==> config.mk <==
export PLATFORM = sky130hd
export DESIGN_NAME = hwpe_stream_realign_addrgen
export DESIGN_NICKNAME = d
export VERILOG_FILES = /design/src/rtl/hwpe_stream_realign_addrgen.sv
export SDC_FILE = /design/constraint.sdc
export NUM_CORES = 1
export LEC_CHECK = 0
export ABC_AREA = 1
export CORE_MARGIN = 2
export CORE_UTILIZATION = 45
export DETAILED_ROUTE_END_ITERATION = 12
export GPL_TIMING_DRIVEN = 0
export PLACE_DENSITY = 0.77
export SYNTH_ARGS = -nofsm -noshare
export SYNTH_HDL_FRONTEND = slang
export SYNTH_SLANG_ARGS = --single-unit
==> constraint.sdc <==
create_clock -name clk_i -period 3.8 [get_ports clk_i]
set_clock_uncertainty 0.1 [all_clocks]
set_input_delay 1.14 -clock clk_i [delete_from_list [all_inputs] [get_ports clk_i]]
set_output_delay 1.14 -clock clk_i [all_outputs]
set_load 0.005 [all_outputs]
==> src/rtl/hwpe_stream_realign_addrgen.sv <==
// hwpe_stream_realign_addrgen
//
// Address generator placed in front of the source realigner on the HWPE load
// path. It walks a 2D transfer (nb_lines lines of line_length words, line
// starts line_stride bytes apart) and issues word-aligned TCDM load addresses.
// Each request carries the byte strobe and the first/last/last_packet/realign
// flags the realigner needs. A misaligned base address costs one extra word
// per line, since every line then straddles line_length+1 aligned words.
//
// Ports
//   clk_i          clock
//   rst_i          synchronous active-high reset
//   clear_i        synchronous soft clear, aborts any transfer (no done pulse)
//   start_i        start pulse; configuration is sampled while idle
//   base_addr_i    byte address of the first element
//   line_stride_i  byte distance between line starts (low bits must be zero)
//   line_length_i  words per line as seen by the consumer
//   nb_lines_i     number of lines
//   addr_o         word-aligned load address
//   addr_valid_o   request valid
//   addr_ready_i   request accepted by the memory side
//   strb_o         byte strobe of the current word
//   strb_valid_o   request handshake (addr_valid_o & addr_ready_i)
//   first_o        current word is the first of its line
//   last_o         current word is the last of its line
//   last_packet_o  current word is the last of the transfer
//   realign_o      transfer is misaligned, held until the next start
//   busy_o         transfer in progress
//   done_o         one-cycle pulse after the last request is accepted
//   cfg_err_o      stride had nonzero low bits at start, held until next start
module hwpe_stream_realign_addrgen #(
  parameter int unsigned DATA_WIDTH = 32,
  parameter int unsigned ADDR_WIDTH = 32,
  parameter int unsigned CNT_WIDTH  = 16
) (
  input  logic                    clk_i,
  input  logic                    rst_i,
  input  logic                    clear_i,
  input  logic                    start_i,
  input  logic [ADDR_WIDTH-1:0]   base_addr_i,
  input  logic [ADDR_WIDTH-1:0]   line_stride_i,
  input  logic [CNT_WIDTH-1:0]    line_length_i,
  input  logic [CNT_WIDTH-1:0]    nb_lines_i,
  output logic [ADDR_WIDTH-1:0]   addr_o,
  output logic                    addr_valid_o,
  input  logic                    addr_ready_i,
  output logic [DATA_WIDTH/8-1:0] strb_o,
  output logic                    strb_valid_o,
  output logic                    first_o,
  output logic                    last_o,
  output logic                    last_packet_o,
  output logic                    realign_o,
  output logic                    busy_o,
  output logic                    done_o,
  output logic                    cfg_err_o
);

  localparam int unsigned Bytes = DATA_WIDTH / 8;
  localparam int unsigned OffW  = $clog2(Bytes);

  localparam logic [Bytes-1:0]      AllOnes   = '1;
  localparam logic [ADDR_WIDTH-1:0] AlignMask = {{(ADDR_WIDTH - OffW){1'b1}}, {OffW{1'b0}}};
  localparam logic [CNT_WIDTH:0]    WordOne   = {{CNT_WIDTH{1'b0}}, 1'b1};
  localparam logic [CNT_WIDTH-1:0]  LineOne   = {{(CNT_WIDTH - 1){1'b0}}, 1'b1};

  typedef enum logic [0:0] {StIdle, StRun} state_e;

  state_e                  state_q;
  logic [ADDR_WIDTH-1:0]   line_base_q;  // aligned address of the current line start
  logic [ADDR_WIDTH-1:0]   stride_q;
  logic [ADDR_WIDTH-1:0]   addr_q;       // last address driven in RUN, shown while idle
  logic [OffW-1:0]         off_q;
  logic                    realign_q;
  logic [CNT_WIDTH:0]      wpl_q;        // words fetched per line, one extra if misaligned
  logic [CNT_WIDTH-1:0]    nb_lines_q;
  logic [CNT_WIDTH:0]      word_cnt_q;
  logic [CNT_WIDTH-1:0]    line_cnt_q;
  logic                    done_q;
  logic                    cfg_err_q;

  // Start-time decode of the configuration
  logic [OffW-1:0]         start_off;
  logic                    start_realign;
  logic [CNT_WIDTH:0]      start_wpl;
  logic                    start_empty;

  // Run-time decode from the registered counters
  logic                    run;
  logic                    accept;
  logic                    is_first;
  logic                    is_last;
  logic                    is_last_line;
  logic [CNT_WIDTH+OffW:0] word_off;
  logic [ADDR_WIDTH-1:0]   addr_run;
  logic [Bytes-1:0]        head_strb;

  always_comb begin
    start_off     = base_addr_i[OffW-1:0];
    start_realign = |start_off;
    start_wpl     = {1'b0, line_length_i} + {{CNT_WIDTH{1'b0}}, start_realign};
    start_empty   = (line_length_i == '0) || (nb_lines_i == '0);
  end

  always_comb begin
    run          = (state_q == StRun);
    accept       = run & addr_ready_i;
    is_first     = (word_cnt_q == '0);
    is_last      = (word_cnt_q == (wpl_q - WordOne));
    is_last_line = (line_cnt_q == (nb_lines_q - LineOne));
    word_off     = {word_cnt_q, {OffW{1'b0}}};
    addr_run     = line_base_q + ADDR_WIDTH'(word_off);
    head_strb    = AllOnes << off_q;
  end

  always_comb begin
    addr_o        = run ? addr_run : addr_q;
    addr_valid_o  = run;
    strb_valid_o  = accept;
    first_o       = run & is_first;
    last_o        = run & is_last;
    last_packet_o = run & is_last & is_last_line;
    busy_o        = run;
    done_o        = done_q;
    realign_o     = realign_q;
    cfg_err_o     = cfg_err_q;
    // A misaligned line covers wpl >= 2 words, so first and last never coincide here
    strb_o        = AllOnes;
    if (run && realign_q) begin
      if (is_first) begin
        strb_o = head_strb;
      end else if (is_last) begin
        strb_o = ~head_strb;
      end
    end
  end

  always_ff @(posedge clk_i) begin
    if (rst_i) begin
      state_q     <= StIdle;
      line_base_q <= '0;
      stride_q    <= '0;
      addr_q      <= '0;
      off_q       <= '0;
      realign_q   <= 1'b0;
      wpl_q       <= '0;
      nb_lines_q  <= '0;
      word_cnt_q  <= '0;
      line_cnt_q  <= '0;
      done_q      <= 1'b0;
      cfg_err_q   <= 1'b0;
    end else begin
      done_q <= 1'b0;
      if (run) begin
        addr_q <= addr_run;
      end
      if (clear_i) begin
        state_q    <= StIdle;
        word_cnt_q <= '0;
        line_cnt_q <= '0;
      end else begin
        case (state_q)
          StIdle: begin
            if (start_i) begin
              line_base_q <= base_addr_i & AlignMask;
              stride_q    <= line_stride_i & AlignMask;
              off_q       <= start_off;
              realign_q   <= start_realign;
              wpl_q       <= start_wpl;
              nb_lines_q  <= nb_lines_i;
              cfg_err_q   <= |line_stride_i[OffW-1:0];
              word_cnt_q  <= '0;
              line_cnt_q  <= '0;
              if (start_empty) begin
                done_q <= 1'b1;
              end else begin
                state_q <= StRun;
              end
            end
          end
          StRun: begin
            if (accept) begin
              if (!is_last) begin
                word_cnt_q <= word_cnt_q + WordOne;
              end else begin
                word_cnt_q  <= '0;
                line_cnt_q  <= line_cnt_q + LineOne;
                line_base_q <= line_base_q + stride_q;
                if (is_last_line) begin
                  state_q <= StIdle;
                  done_q  <= 1'b1;
                end
              end
            end
          end
          default: state_q <= StIdle;
        endcase
      end
    end
  end

endmodule

==> results.ini <==
[outcome]
status=complete, but fails checks
failed_checks=negative setup slack

[power_and_ir_drop]
power_switching_mw=1.66
leakage_nw=8.13
ir_drop_mv=0.226
fin_total_pwr_mw=4.91
p_int_mw=3.25
switching_share_pct=33.7
clkPwrFrac_pct=34.8
combPwrFrac_pct=26.8
power_density_nw_per_um2=285
pwr-share-seq_pct=38.5

[sta]
fin_crit_sh_pct=104
finalWorstSetupSlack_ns=-0.138
hold_viol=0
timing.slew.headroom_pct=34.4
rsz0062_at_grt=yes
min_period_ns=3.94
tightestPinTransition_ns=0.980
setup_viol=14
slew_violations=0
timing.fmax_ghz=0.254
timing.hold.ws_ns=0.341

[grt]
antenna_found_initial=0
grt_overflow=0
grt_first_pass_wirelength_um=72100
grt_max_degree=17
track_usage_pct=31.7
grt_pass1_vias=13900

[critical_path]
cp_slowest_cell=dfxtp_4
worst-path-stages=13
worstReg2RegEnd=addr_q[23]
crit_chain=ha_4, buf_6, nand4_1, nor3_2, nand4_1, buf_6, a31oi_4, buf_4, nand2_1, nand2_1, nand3_2, nand2_1, clkbuf_2
path_max_fanout=4
endpoint_kind=output port
arrival_ns=2.70
r2r_setup_slack_ns=-0.09
start_kind=flop
cpPeakStageDelay_ns=0.37
crit_type=flop to output port
crit_end=addr_o[26]
reg2reg_from=line_base_q[4]
cp_common_cell=nand2_1
critPathLaunch=word_cnt_q[10]
r2r_cells=27
critPathTopFamily=simple AND/OR/NAND/NOR gates
required_ns=2.56
critPathBufInv=4

[final_layout]
layout-drive-gt1-share_pct=18.7
fin_util_pct=63.4
antenna_cells=0
fin_nets=2542
fin_cells=2769
area_growth_pct=37.7

[synthesis]
ys_ff_latch=164
yosys.area.top_type=dfxtp_1
syn_area_um2=12500
ys_warn_count=0
netlist_top_cells_count=nand2_1, nor2_1, inv_1
syn_nets=2250
postSynthCellCount=2094
post-synth-top-count-cell=nand2_1
ys_async_sr_fraction_pct=0
seq_area_frac_synth_pct=26.3
synth_top_area_share_pct=26.3
synth_enable_flop_cells=0
synthTopCellsByArea=dfxtp_1, nand2_1, nor2_1
syn_area_per_cell_um2=5.96
synth.distinct_cells=45
synth_flop_cell=dfxtp_1

[place]
port_buffers=145
dp_hpwl_um=35100
pre_cts_slack_ns=-0.525
placed_cells=2611
gp_congestion=0.940

[clock_network]
clock-root-buffer=clkbuf_16
cts_tree=built
path_clk_slew_ns=0.07
cts_buffer_depth=2
hold_buffers=0
clk-insertion-delay-late_ns=0.44
numCtsBuffers=17
cts.sinks=164
htree_levels=4

[detailed_routing]
firstDrtPassIters=6
vias_per_cell=5.47
routedWlPerCell_um=17.5
wirelength_um=48500
drc=0
vias=15200
ant_nets=0
drtIter0Drc=1587

[job]
maxCapViolCount=0

[floorplanning]
die_area_um2=29100
rows=60
fp.dieH_um=171
start_util_pct=46.1
dieWidth_um=171
io_pins=146
core_um2=27100

[worst_hold_path]
hp-class=flop to flop

==> metrics by stage <==
stage,TNS [ns],instance area [um^2]
floorplan,0,12500
global placement,-10.34,14400
global route,-2.91,17200
detailed placement,-10.74,14400
finish,-0.996,17200
CTS,-1.20,16400
==> final cells by class <==
class,instances,area [um^2]
fill,2431,9910
multi-input combinational,1601,9010
sequential,164,3410
timing repair buffer,274,2450
inverter,261,988
tap,372,465
clock buffer,20,447
buffer,67,327
clock inverter,10,98.8
==> routing by layer <==
layer  track usage [%]  up-vias  wire [um]  share of wire [%]
li1                  -     7306          -                  -
met1              41.7     6897      20000                 41
met2              51.3      753      21700                 45
met3              4.81      198       4040                8.3
met4              13.9        0       2690                5.6
met5                 0        -          0                  0
==> registers in the layout, summed over array words and instances, names as in the netlist <==
name / cells
word_cnt_q: 17
addr_valid_o: 1
nb_lines_q: 16
line_base_q: 30
addr_q: 32
stride_q: 30
realign_o: 1
line_cnt_q: 16
wpl_q: 17
done_o: 1
cfg_err_o: 1
off_q: 2
==> placed cells by master, fill, tap and decap left out, types with 14 or more instances in the layout <==
cell	instances
inv_1	240
nand2_2	22
nand3_1	126
dfxtp_4	30
o21ai_2	14
clkbuf_16	17
xnor2_1	17
ha_4	18
buf_6	30
ha_1	35
nand4_1	55
nor2_4	17
or2_2	22
a21oi_1	117
nand3_2	23
buf_4	105
nand2_1	535
buf_2	18
o21ai_0	97
nor2_1	287
inv_2	15
nor3_1	27
xor2_1	56
clkdlybuf4s50_1	113
dfxtp_1	124
clkbuf_1	45
==> power groups by stage <==
stage,clock network (mW),logic (mW),registers [mW]
6_report,1.70,1.31,1.89
5_1_grt,1.78,1.44,1.89
4_1_cts,1.70,1.23,1.88
3_5_place_dp,0,1.09,1.93
3_3_place_gp,0,1.07,1.93
2_1_floorplan,0,0.702,1.89
==> what timing repair did <==
action                                 4_1_cts  5_1_grt
endpoints found under the hold margin        0        0
setup endpoints to repair                   39       36
buffers inserted                           100       35
gates resized for setup                    274      185
pin swaps                                   66       84
==> cell families (layout without fill, tap and decap cells) <==
kind of cell             after synthesis  in the layout  share of synthesized area [%]
AO/OA/AOI/OAI                        284            284                           11.9
XOR/XNOR                              81             81                           5.79
adder cells (fa/ha/maj)               55             55                           5.63
buffers and inverters                329            632                           10.2
flip-flops                           164            164                           26.3
AND/OR/NAND/NOR                     1181           1181                           40.2
==> worst min path at each step <==
stage                          from        end  slack (ns)  cells after the start
after floorplan           addr_q[0]  addr_q[0]        0.32                      2
after global placement    addr_q[1]  addr_q[1]        0.33                      2
after detailed placement  addr_q[0]  addr_q[0]        0.33                      2
after CTS                 addr_q[0]  addr_q[0]        0.34                      2
after global routing      addr_q[0]  addr_q[0]        0.37                      2
final                     addr_q[0]  addr_q[0]        0.34                      2
==> tightest hold or removal path: cells and delay by family, from the launching register on <==
family | cells | cell delay, ns
DFF | 1 | 0.30
buffers and inverters | 1 | 0.06
and+or+nand+nor | 1 | 0.04
(Power assumes the default switching activity.)
